<file path="config.mk">
export PLATFORM = sky130hd
export DESIGN_NAME = md_issue
export DESIGN_NICKNAME = d
export VERILOG_FILES = /design/src/rtl/md_pkg.sv /design/src/rtl/md_decode.sv /design/src/rtl/md_issue.sv
export SDC_FILE = /design/constraint.sdc
export NUM_CORES = 1
export LEC_CHECK = 0
export CORE_MARGIN = 2
export CORE_UTILIZATION = 35
export CTS_CLUSTER_DIAMETER = 100
export DETAILED_ROUTE_END_ITERATION = 10
export GPL_ROUTABILITY_DRIVEN = 0
export PLACE_DENSITY = 0.8
export SYNTH_ARGS = -nofsm -noshare
export SYNTH_HDL_FRONTEND = slang
export SYNTH_SLANG_ARGS = --single-unit
export TNS_END_PERCENT = 50
</file>
<file path="constraint.sdc">
create_clock -name Clk -period 3.5 [get_ports Clk]
set_input_delay 0.525 -clock Clk [delete_from_list [all_inputs] [get_ports Clk]]
set_output_delay 0.525 -clock Clk [all_outputs]
set_load 0.03 [all_outputs]
</file>
<file path="src/rtl/md_pkg.sv">
// Shared constants for the multiply/divide issue controller: command codes,
// SPECIAL/SPECIAL2 decode constants, FSM state encoding and the default timeout.
package md_pkg;

   localparam logic [5:0] OPC_SPECIAL  = 6'b000000;
   localparam logic [5:0] OPC_SPECIAL2 = 6'b011100;

   localparam logic [5:0] FN_MFHI  = 6'b010000;
   localparam logic [5:0] FN_MTHI  = 6'b010001;
   localparam logic [5:0] FN_MFLO  = 6'b010010;
   localparam logic [5:0] FN_MTLO  = 6'b010011;
   localparam logic [5:0] FN_MULT  = 6'b011000;
   localparam logic [5:0] FN_MULTU = 6'b011001;
   localparam logic [5:0] FN_DIV   = 6'b011010;
   localparam logic [5:0] FN_DIVU  = 6'b011011;
   localparam logic [5:0] FN_MUL   = 6'b000010;

   localparam logic [3:0] MD_NOP   = 4'b0000;
   localparam logic [3:0] MD_DIV   = 4'b0001;
   localparam logic [3:0] MD_DIVU  = 4'b0010;
   localparam logic [3:0] MD_MFHI  = 4'b0011;
   localparam logic [3:0] MD_MFLO  = 4'b0100;
   localparam logic [3:0] MD_MTHI  = 4'b0101;
   localparam logic [3:0] MD_MTLO  = 4'b0110;
   localparam logic [3:0] MD_MUL   = 4'b0111;
   localparam logic [3:0] MD_MULT  = 4'b1000;
   localparam logic [3:0] MD_MULTU = 4'b1001;

   localparam int MD_TIMEOUT_DEF = 40;

   typedef enum logic [1:0] {
      ST_IDLE  = 2'd0,
      ST_ISSUE = 2'd1,
      ST_WAIT  = 2'd2,
      ST_DONE  = 2'd3
   } md_state_e;

endpackage

</file>
<file path="src/rtl/md_decode.sv">
// Combinational decode of MIPS HI/LO and mul/div instructions into the 4-bit
// unit command plus a flag marking ops that return a value to the register file.
module md_decode
   import md_pkg::*;
(
   input  logic [5:0] i_opcode,
   input  logic [5:0] i_funct,
   output logic [3:0] o_op,
   output logic       o_wb
);

   always_comb begin
      o_op = MD_NOP;
      if (i_opcode == OPC_SPECIAL) begin
         case (i_funct)
            FN_MFHI:  o_op = MD_MFHI;
            FN_MTHI:  o_op = MD_MTHI;
            FN_MFLO:  o_op = MD_MFLO;
            FN_MTLO:  o_op = MD_MTLO;
            FN_MULT:  o_op = MD_MULT;
            FN_MULTU: o_op = MD_MULTU;
            FN_DIV:   o_op = MD_DIV;
            FN_DIVU:  o_op = MD_DIVU;
            default:  o_op = MD_NOP;
         endcase
      end else if (i_opcode == OPC_SPECIAL2 && i_funct == FN_MUL) begin
         o_op = MD_MUL;
      end
   end

   assign o_wb = (o_op == MD_MFHI) || (o_op == MD_MFLO) || (o_op == MD_MUL);

endmodule

</file>
<file path="src/rtl/md_issue.sv">
// EX-stage issue controller for the mul/div unit: IDLE/ISSUE/WAIT/DONE FSM,
// operand latches and registered write-back. Optional WAIT timeout: MD_TIMEOUT_EN.
module md_issue
   import md_pkg::*;
#(
   parameter int TIMEOUT_CYC = MD_TIMEOUT_DEF
) (
   input  logic        Clk,
   input  logic        Rst,
   input  logic        Instr_valid,
   input  logic [5:0]  Opcode,
   input  logic [5:0]  Funct,
   input  logic [31:0] Rs_in,
   input  logic [31:0] Rt_in,
   input  logic        Flush,
   input  logic        Pipe_adv,
   input  logic        Md_stall,
   input  logic [31:0] Res_in,
   output logic [3:0]  Md_op,
   output logic [31:0] Md_rs,
   output logic [31:0] Md_rt,
   output logic        Md_busy,
   output logic        Wb_en,
   output logic [31:0] Wb_data,
   output logic        Md_err
);

   md_state_e   r_state, w_next;
   logic [3:0]  w_dec_op;
   logic        w_dec_wb;
   logic [3:0]  r_op;
   logic        r_wb;
   logic [31:0] r_rs, r_rt, r_wb_data;
   logic        r_wb_en;
   logic        w_accept, w_complete, w_timeout;

   md_decode u_dec (
      .i_opcode (Opcode),
      .i_funct  (Funct),
      .o_op     (w_dec_op),
      .o_wb     (w_dec_wb)
   );

   assign w_accept = (r_state == ST_IDLE) && Instr_valid && (w_dec_op != MD_NOP) && !Flush;

`ifdef MD_TIMEOUT_EN
   logic [5:0] r_cnt;
   logic       r_err;

   // r_cnt holds (WAIT cycles so far - 1), so the compare fires on the last allowed WAIT cycle
   assign w_timeout = (r_state == ST_WAIT) && Md_stall && (r_cnt == 6'(TIMEOUT_CYC - 1));

   always_ff @(posedge Clk or posedge Rst) begin
      if (Rst) begin
         r_cnt <= '0;
         r_err <= 1'b0;
      end else begin
         if (r_state == ST_ISSUE)     r_cnt <= '0;
         else if (r_state == ST_WAIT) r_cnt <= r_cnt + 6'd1;
         if (w_accept)                r_err <= 1'b0;
         else if (w_timeout && !Flush) r_err <= 1'b1;
      end
   end

   assign Md_err = r_err;
`else
   logic [5:0] w_unused_timeout;
   assign w_unused_timeout = 6'(TIMEOUT_CYC);
   assign w_timeout        = 1'b0;
   assign Md_err           = 1'b0;
`endif

   assign w_complete = ((r_state == ST_ISSUE) || (r_state == ST_WAIT)) && (!Md_stall || w_timeout);

   always_comb begin
      w_next  = r_state;
      Md_busy = 1'b0;
      case (r_state)
         ST_IDLE: begin
            Md_busy = w_accept;
            if (w_accept) w_next = ST_ISSUE;
         end
         ST_ISSUE: begin
            Md_busy = 1'b1;
            w_next  = Md_stall ? ST_WAIT : ST_DONE;
         end
         ST_WAIT: begin
            Md_busy = 1'b1;
            if (w_complete) w_next = ST_DONE;
         end
         ST_DONE: begin
            if (Pipe_adv) w_next = ST_IDLE;
         end
         default: w_next = ST_IDLE;
      endcase
      if (Flush) w_next = ST_IDLE;
   end

   always_ff @(posedge Clk or posedge Rst) begin
      if (Rst) begin
         r_state   <= ST_IDLE;
         r_op      <= MD_NOP;
         r_wb      <= 1'b0;
         r_rs      <= '0;
         r_rt      <= '0;
         r_wb_en   <= 1'b0;
         r_wb_data <= '0;
      end else begin
         r_state <= w_next;
         if (Flush) begin
            r_op    <= MD_NOP;
            r_wb_en <= 1'b0;
         end else if (w_accept) begin
            r_op <= w_dec_op;
            r_wb <= w_dec_wb;
            r_rs <= Rs_in;
            r_rt <= Rt_in;
         end else if (w_complete) begin
            // a timed-out op never returns data, even if it was a write-back op
            r_op    <= MD_NOP;
            r_wb_en <= r_wb && !w_timeout;
            if (r_wb && !w_timeout) r_wb_data <= Res_in;
         end else if (r_state == ST_DONE && Pipe_adv) begin
            r_wb_en <= 1'b0;
         end
      end
   end

   assign Md_op   = r_op;
   assign Md_rs   = r_rs;
   assign Md_rt   = r_rt;
   assign Wb_en   = r_wb_en;
   assign Wb_data = r_wb_data;

endmodule

</file>
==> run metrics <==
Nets 633; Detailed Routing Iterations Pass 1 4; Port Buffer Count ~220; worst-path fanout max 5; routed via count ~3200; overall power approximately 2.7 mW; grt total ovfl 0; max-slew violations 0; DR iter-0 viols 194; Area growth, synth to finish 58.7%; Core ar. between 10000 and 15000 um^2; actual slew at the worst max-slew pin ~0.55 ns; Layout fillers around 1000; element type at the critical path start input port; synth top area cells dfrtp_1 (57%), mux2_4 (15%), mux2_1 (12%); Leak 3.44 nW; post-synthesis sequential area ratio a little under three fifths; Arr. time, crit path 2.58 ns; Mapped Nets 416; clk_lat worst skew approximately 0.34 ns; Min-Delay Path Class flop to flop; vias per cell between 4 and 5; VDD IR max about 0.25 mV; vias in the first global route 3454; Final ANT Viol Nets 0; # hold bufs at CTS 0; routed len/inst around 17 um; clock tree buffer depth 2; Period minus WS final a little over 3 ns; uppermost routed layer met4; Clock Tree Root clkbuf_16; die area between 10000 and 15000 um^2; clock sinks 104; layout cells sized above 1 about 15%; clock transition at the registers of the reported paths 0.07 ns; PostCTS Resize Cnt 0; synthesized instance count just under 300; Flop pwr share approximately 46%; setup total negative slack 0 ns; n_diodes 0; final setup violation count 0; first-pass GRT wire length 19000 um; WL met3 575 um; FP Rows 41; Post-CTS Setup Repair Bufs 0; CP required between 2 and 3 ns; internal power 2.11 mW; Layout Skew roughly 0.0048 ns; htree depth 3; Sw Share 21.3%; dominant cell type by area after synthesis dfrtp_1; TritonCTS clock tree done; fraction of registers with async set/reset between 90% and 100%; Max Cap Violations 0; top cell type's share of synthesized area a little under three fifths; total CTS buffers 9; total net switching power between 500 and 600 uW; EDFF count, synth 0; commonest register cell after synthesis dfrtp_1; Logic pwr share about 11%; CP endpoint kind output port; initial antenna violation count 0; Yosys warning count 0; M1 WL about 4800 um; post-synth cell types 40; num ports around 220; Syn Area/Cell approximately 16 um^2; status completed; DP HPWL slightly below 9000 um; Slew headroom 63.3%; Critical Setup Path Class input port to output port; largest net degree at the start of global routing approximately 110; Pwr Density approximately 370 nW/um^2; starting density of the core between 30% and 40%; Post-Route WL around 12000 um; Max Clock Freq approximately 320 MHz; flops & latches, synth about 100; Die Y ~120 um; endpoints failing hold 0; Die X 118 um; clock power share ~43%; GRT Resource Usage Total about 17%; DRC 0; post-synthesis cell area 4560 um^2; final clock period utilization by the worst path approximately nine tenths; met2 routed WL approximately 6200 um; RSZ-0062 raised after global routing false
==> stage by stage <==
stage	utilization, %	worst slack [ns]	std cells	hold slack (ns)	area [um^2]
floorplan	-	0.243	294	0.449	4560
global route	57.2	0.264	687	0.514	7240
global placement	54.4	0.451	672	0.473	6900
detailed placement	54.4	0.343	672	0.481	6900
CTS	57.2	0.412	687	0.496	7240
finish	57.2	0.398	687	0.491	7240
==> power groups by stage <==
stage	registers (mW)	logic, mW	clock network (mW)
after floorplan	1.30	0.0585	0
after global placement	1.26	0.294	0
after detailed placement	1.26	0.300	0
after CTS	1.24	0.302	1.18
after global routing	1.24	0.317	1.24
final	1.24	0.298	1.15
==> synth_stat cells (all sizes together) (2+ instances only) <==
cell type and n:
nor3 3, nand2b 4, o211ai 2, o221ai 2
o21ai 3, nor2b 5, inv 7, nand2 12
nor2 4, nand4 3, a21oi 8, o31ai 4
mux2 96, buf 12, ha 8, dfrtp 104
nand3 4, nand3b 2
==> state kept, by name, summed over array words and instances (netlist names) <==
signal and count:
Md_rs 32, Md_rt 32, Wb_data 32, Md_op 4, r_state 2, Wb_en 1
r_wb 1
==> layout make-up <==
cell class	count	area, um^2	area share (%)
Tap cell	172	215	2.97
Clock buffer	10	239	3.30
Clock inverter	5	104	1.43
Multi-Input combinational cell	170	1840	25.3
Inverter	7	28.8	0.397
Timing Repair Buffer	219	2220	30.6
Sequential cell	104	2600	35.9
==> layout by cell type, fill, tap and decap left out, drive strengths merged, types with 3 or more instances in the layout <==
cell	count
a21oi	8
buf	5
bufinv	3
clkbuf	10
clkdlybuf4s50	214
dfrtp	104
ha	8
inv	8
mux2	96
nand2	12
nand2b	4
nand3	4
nand4	3
nor2	4
nor2b	5
nor3	3
o21ai	3
o31ai	4
==> final timing paths <==
kind	startpoint	end	slack, ns	cells after the start
min in group asynchronous	Rst	Md_rs[19]	0.69	3
setup reg to reg	r_state[0]	Md_rs[29]	1.20	7
hold reg to reg	Md_rt[20]	Md_rt[20]	0.49	1
hold / removal	Md_rt[20]	Md_rt[20]	0.49	1
max in group asynchronous	Rst	r_state[0]	2.40	3
setup / recovery	Funct[1]	Md_busy	0.40	9
==> layer usage <==
metal / global-route usage, % / vias to the layer above
li1: - / 1472
met1: 20.3 / 1570
met2: 30.0 / 119
met3: 3.52 / 21
met4: 7.91 / 0
met5: 0 / -
==> logic make-up after synthesis <==
family | count (synthesis) | share of synthesized area, %
adders and majority gates | 8 | 2.19
other | 1 | 0.0822
buffers and inverters | 20 | 3.04
and+or+nand+nor | 42 | 6.03
DFF | 104 | 57.0
muxes | 96 | 27.6
AOI/OAI and AO/OA | 23 | 4.06
==> worst max-delay path, cell delays in order <==
cell and delay (ns):
clkdlybuf4s50_1 0.59, inv_1 0.07, ha_1 0.29, nand2b_1 0.09, o211ai_1 0.16, o211ai_2 0.35, o31ai_4 0.11, a21oi_1 0.18
buf_4 0.19
No activity file was read; power rests on OpenSTA's default activity.
